### config.mk
export PLATFORM = sky130hd
export DESIGN_NAME = serial_comparator
export DESIGN_NICKNAME = d
export VERILOG_FILES = /design/src/rtl/comparator_pkg.sv /design/src/rtl/comparator_digit.sv /design/src/rtl/serial_comparator.sv
export SDC_FILE = /design/constraint.sdc
export NUM_CORES = 1
export LEC_CHECK = 0
export ABC_CLOCK_PERIOD_IN_PS = 1860
export CAP_MARGIN = 20
export CORE_ASPECT_RATIO = 1.25
export CORE_MARGIN = 2
export CORE_UTILIZATION = 42
export CTS_BUF_LIST = sky130_fd_sc_hd__clkbuf_4
export CTS_CLUSTER_SIZE = 8
export DETAILED_ROUTE_END_ITERATION = 10
export PLACE_DENSITY = 0.7
export SLEW_MARGIN = 15
export SYNTH_ARGS = -nofsm -noshare
export SYNTH_HDL_FRONTEND = slang
export SYNTH_HIERARCHICAL = 1
export SYNTH_SLANG_ARGS = --single-unit
### constraint.sdc
create_clock -name clk -period 1.86 [get_ports clk]
set_clock_uncertainty 0.1 [all_clocks]
set_input_delay 0.558 -clock clk [delete_from_list [all_inputs] [get_ports clk]]
set_output_delay 0.558 -clock clk [all_outputs]
set_load 0.03 [all_outputs]
### src/rtl/comparator_pkg.sv
// Shared definitions for the comparator family:
// flag positions, FSM states and the flag-vector builder.
package comparator_pkg;

  localparam int F_EQ = 5;
  localparam int F_NE = 4;
  localparam int F_GT = 3;
  localparam int F_LT = 2;
  localparam int F_GE = 1;
  localparam int F_LE = 0;

  typedef enum logic {
    IDLE,
    RUN
  } state_e;

  function automatic logic [5:0] mk_flags(
    input logic eq,
    input logic gt,
    input logic lt
  );
    logic [5:0] f;
    f       = '0;
    f[F_EQ] = eq;
    f[F_NE] = ~eq;
    f[F_GT] = gt;
    f[F_LT] = lt;
    f[F_GE] = gt | eq;
    f[F_LE] = lt | eq;
    return f;
  endfunction

endpackage

### src/rtl/comparator_digit.sv
// Combinational unsigned compare of one DIGIT-wide pair.
// Produces the gt/lt/eq relation of a versus b.
module comparator_digit #(
  parameter int DIGIT = 2
) (
  input  logic [DIGIT-1:0] a,
  input  logic [DIGIT-1:0] b,
  output logic             gt,
  output logic             lt,
  output logic             eq
);

  assign gt = (a > b);
  assign lt = (a < b);
  assign eq = (a == b);

endmodule

### src/rtl/serial_comparator.sv
// Digit-serial MSB-first magnitude comparator with
// signed/unsigned mode and optional early termination.
module serial_comparator
  import comparator_pkg::*;
#(
  parameter int WIDTH      = 8,
  parameter int DIGIT      = 2,
  parameter int EARLY_EXIT = 1
) (
  input  logic             clk,
  input  logic             rst,
  input  logic             start,
  input  logic             signed_mode,
  input  logic [WIDTH-1:0] a,
  input  logic [WIDTH-1:0] b,
  output logic             busy,
  output logic             done,
  output logic [5:0]       y
);

  localparam int NDIG = WIDTH / DIGIT;
  localparam int CW   = (NDIG > 1) ? $clog2(NDIG) : 1;
  localparam logic [CW-1:0] LAST = CW'(NDIG - 1);
  localparam logic [WIDTH-1:0] MSB = {1'b1, {(WIDTH-1){1'b0}}};

  state_e r_state;
  state_e w_next;

  logic [WIDTH-1:0] r_a;
  logic [WIDTH-1:0] r_b;
  logic [CW-1:0]    r_cnt;
  logic             r_dec;
  logic             r_gt;
  logic             r_lt;
  logic [5:0]       r_y;
  logic             r_done;

  logic w_dgt;
  logic w_dlt;
  logic w_deq;
  logic w_gt;
  logic w_lt;
  logic w_dec;
  logic w_fin;
  logic [WIDTH-1:0] w_flip;

  comparator_digit #(
    .DIGIT(DIGIT)
  ) u_digit (
    .a  (r_a[WIDTH-1 -: DIGIT]),
    .b  (r_b[WIDTH-1 -: DIGIT]),
    .gt (w_dgt),
    .lt (w_dlt),
    .eq (w_deq)
  );

  // Biasing the sign bit maps two's-complement order onto unsigned order.
  assign w_flip = signed_mode ? MSB : '0;

  always_comb begin
    w_gt  = r_dec ? r_gt : w_dgt;
    w_lt  = r_dec ? r_lt : w_dlt;
    w_dec = r_dec | ~w_deq;
    w_fin = (r_state == RUN) &&
            ((r_cnt == LAST) || ((EARLY_EXIT != 0) && w_dec));
  end

  always_ff @(posedge clk or posedge rst) begin
    if (rst) r_state <= IDLE;
    else     r_state <= w_next;
  end

  always_comb begin
    w_next = r_state;
    unique case (r_state)
      IDLE: if (start) w_next = RUN;
      RUN:  if (w_fin) w_next = IDLE;
      default: w_next = IDLE;
    endcase
  end

  always_ff @(posedge clk or posedge rst) begin
    if (rst) begin
      r_a    <= '0;
      r_b    <= '0;
      r_cnt  <= '0;
      r_dec  <= 1'b0;
      r_gt   <= 1'b0;
      r_lt   <= 1'b0;
      r_y    <= '0;
      r_done <= 1'b0;
    end else begin
      r_done <= 1'b0;
      if (r_state == IDLE && start) begin
        r_a   <= a ^ w_flip;
        r_b   <= b ^ w_flip;
        r_cnt <= '0;
        r_dec <= 1'b0;
        r_gt  <= 1'b0;
        r_lt  <= 1'b0;
      end else if (r_state == RUN) begin
        r_a   <= r_a << DIGIT;
        r_b   <= r_b << DIGIT;
        r_cnt <= r_cnt + 1'b1;
        r_dec <= w_dec;
        r_gt  <= w_gt;
        r_lt  <= w_lt;
        if (w_fin) begin
          r_y    <= mk_flags(~(w_gt | w_lt), w_gt, w_lt);
          r_done <= 1'b1;
        end
      end
    end
  end

  assign busy = (r_state == RUN);
  assign done = r_done;
  assign y    = r_y;

endmodule

==> summary.md <==
| Metric | Value |
|---|---|
| Initial antenna violation count | 0 |
| Cell with the most instances after synthesis | dfrtp_1 |
| Synthesized area per cell | 11.0 um^2 |
| Nets | 181 |
| Data required time of the worst path | 1.97 ns |
| Max-cap violation count | 0 |
| Worst-path clk slew | 0.09 ns |
| Setup_tns | 0 ns |
| Initial Util | 0.433 |
| Final Hold Viols | 0 |
| Die Wd | 54.9 um |
| Pre-antenna DRT Iters | 3 |
| CTS sink cnt | 29 |
| Final GP Congestion | 0.773 |
| Fin crit share | 0.979 |
| Total grt overflow | 0 |
| Sequential Area | 726 um^2 |
| Critical path arrival | 1.93 ns |
| Leak | 0.847 nW |
| Min Tclk post-route | 1.82 ns |
| Syn_nets | 146 |
| Reg-to-reg endpoint | y[2] |
| Crit-path max FO | 6 |
| Place WS | -0.0129 ns |
| Combinational share of power | 0.511 |
| Hold Crit Depth | 2 |
| Pins over their slew limit | 0 |
| Internal | 1.81 mW |
| Clk Latency, worst-skew pair | 0.33 ns |
| Cts bufs inserted | 5 |
| HP Start | r_a[4] |
| Metal3 WL | 151 um |
| Commonest cells post-synth | 29 x dfrtp_1, 17 x mux2i_1, 16 x nand2_1, 16 x o21ai_0, 8 x inv_1 |
| Largest net degree at the start of global routing | 38 |
| HP Class | reg -> reg |
| Crit-path slowest cell | dfrtp_1 |
| CTS Hold Bufs | 0 |
| WL met2 | 1270 um |
| Diode count | 0 |
| Port Buffer Count | 27 |
| Area Growth Syn to Fin | 31.6% |
| # rows | 23 |
| # DRC | 0 |
| Top layer used by detailed routing | met4 |
| Crit. End Element | flop |
| Final Power | 2.97 mW |
| Post-DRT Antenna Nets | 0 |
| Clock tree root buffer cell | clkbuf_4 |
| P_sw | 1.16 mW |
| CP cell instances | ha_4 -> and2_4 -> inv_2 -> o31ai_4 -> buf_6 -> mux2_2 |
| FF-to-FF setup slack | 0.04 ns |
| Cell count after synthesis | 123 |
| Switching part of the total power | 0.392 |
| Critical path startpoint category | flop |
| Detail Placement HPWL | 1710 um |
| Area of the multi-input gates | 602 um^2 |
| Post-synth ARST share | 1.00 |
| GRT Total Usage | 0.155 |
| First-pass GRT wire length | 4040 um |
| Synth top area share | 0.535 |
| Syn. warnings | 6 |
| Synth Register Bits | 29 |
| Final Setup Violations | 0 |
| Part of the power in the clock network | 0.124 |
| Sequential element share of the synthesized area | 0.535 |
| Routed Wire Length | 2470 um |
| Peak supply drop | 912 uV |
| Worst reg2reg path depth | 6 |
| Max clock buf depth | 2 |
| Worst setup margin | 0.0388 ns |
| Distinct cells, synth | 20 |
| Die Area | 3710 um^2 |
| Slew headroom | 0.753 |
| Area leader, netlist | dfrtp_1 |
| WP buf/inv | 2 |
| Layout cells sized above 1 | 0.189 |
| Die Height | 67.6 um |
| # fillers | 309 |
| Hold endpoint | r_a[6] |
| Worst Setup Path Type | reg -> reg |
| Reg power frac | 0.365 |
| Via/cell ratio | 4.99 |
| Number of DRC markers in iteration 0 | 24 |
| H-tree Lvls | 2 |
| Ports | 28 |
| Commonest register cell after synthesis | dfrtp_1 |
| Status | finished clean |
| Vias in the first global route | 970 |
| CTS tree | built |
| Post-synthesis cell area | 1360 um^2 |
| Fmax | 549 MHz |
| CP top delay family | flip-flops |
| Util after Layout | 0.570 |
| Routed via count | 978 |
| Area of the core | 3140 um^2 |
| Wirelength per Cell | 12.6 um |
| Top post-synthesis cells by area | dfrtp_1 53%, mux2i_1 13%, o21ai_0 5.9% |
| Post-synth EDFFs | 0 |
| Reg-to-Reg Start | r_a[7] |
| Met1 WL | 1010 um |
| PwrDens | 1660 nW/um^2 |
| Max incr delay on CP | 0.42 ns |
| Actual slew at the worst max-slew pin | 0.370 ns |
==> cell families after synthesis <==
logic type      count (synthesis)  synth area share
buf+inv                        14            0.0424
compound gates                 21            0.0912
mux                            24             0.186
simple gates                   30             0.105
xor+xnor                        2            0.0129
fa+ha+maj                       3            0.0277
flops                          29             0.535
==> cells in the final DEF, fill, tap and decap left out <==
cell type / count
nand2_1: 16
and2_4: 1
o31ai_4: 1
ha_1: 2
ha_4: 1
xor2_1: 2
clkbuf_4: 5
o21a_1: 1
nand2b_4: 2
dlygate4sd2_1: 7
mux2i_1: 17
a21oi_1: 3
buf_6: 1
clkinvlp_4: 1
inv_2: 2
inv_1: 6
dfrtp_1: 29
clkdlybuf4s50_1: 19
nand2b_1: 4
buf_4: 6
clkinv_2: 2
mux2_4: 3
buf_12: 1
nor2_1: 6
and2_1: 1
mux2_2: 4
o21ai_0: 16
==> per-layer routing <==
metal	vias to the layer above	global-route usage
met5	-	0
met1	463	0.162
met2	27	0.272
met4	0	0.0563
li1	482	-
met3	6	0.0597
==> worst reg2reg max path, delay by kind of cell, from the launching register on <==
kind | cells | cell delay, ns
flops | 1 | 0.42
compound gates | 1 | 0.22
simple gates | 1 | 0.15
fa+ha+maj | 1 | 0.29
mux | 1 | 0.33
buf+inv | 2 | 0.21
==> registers in the layout, indices dropped and copies added, names as in the netlist <==
register,flops
done,1
r_a,8
r_b,8
busy,1
r_gt,1
r_dec,1
y,6
r_cnt,2
r_lt,1
==> how the worst max path moves through the flow <==
stage | startpoint | to | slack (ns) | depth (start not counted)
final | r_a[7] | y[2] | 0.04 | 6
after global placement | r_a[7] | y[2] | 0.04 | 5
after global routing | r_a[7] | y[1] | -0.01 | 6
after CTS | r_a[7] | y[0] | 0.009 | 6
after floorplan | r_a[7] | y[0] | 0.07 | 5
after detailed placement | r_a[7] | y[3] | -0.01 | 5
==> cell type report <==
| type | instances | area share |
|---|---|---|
| Clock inverter | 3 | 0.00980 |
| Inverter | 8 | 0.0168 |
| Tap cell | 37 | 0.0259 |
| Sequential cell | 29 | 0.406 |
| Clock buffer | 5 | 0.0210 |
| Timing Repair Buffer | 34 | 0.183 |
| Multi-Input combinational cell | 80 | 0.337 |
==> stage by stage <==
step | std cells | hold WS, ns | area [um^2]
6_report | 196 | 0.387 | 1790
5_1_grt | 196 | 0.422 | 1790
4_1_cts | 193 | 0.395 | 1730
3_5_place_dp | 185 | 0.371 | 1690
3_3_place_gp | 185 | 0.363 | 1690
2_1_floorplan | 123 | 0.349 | 1360
==> power by group through the flow <==
stage	registers (mW)	logic [mW]	clock network (mW)
2_1_floorplan	1.22	0.859	0
3_3_place_gp	1.08	1.34	0
3_5_place_dp	1.09	1.40	0
4_1_cts	1.08	1.35	0.388
5_1_grt	1.12	1.67	0.415
6_report	1.08	1.52	0.369
==> repair_timing <==
action	CTS	global route
setup endpoints to repair	12	6
pin swaps	1	3
buffers inserted	0	3
resized for setup	7	7
No activity file was read; power rests on OpenSTA's default activity.
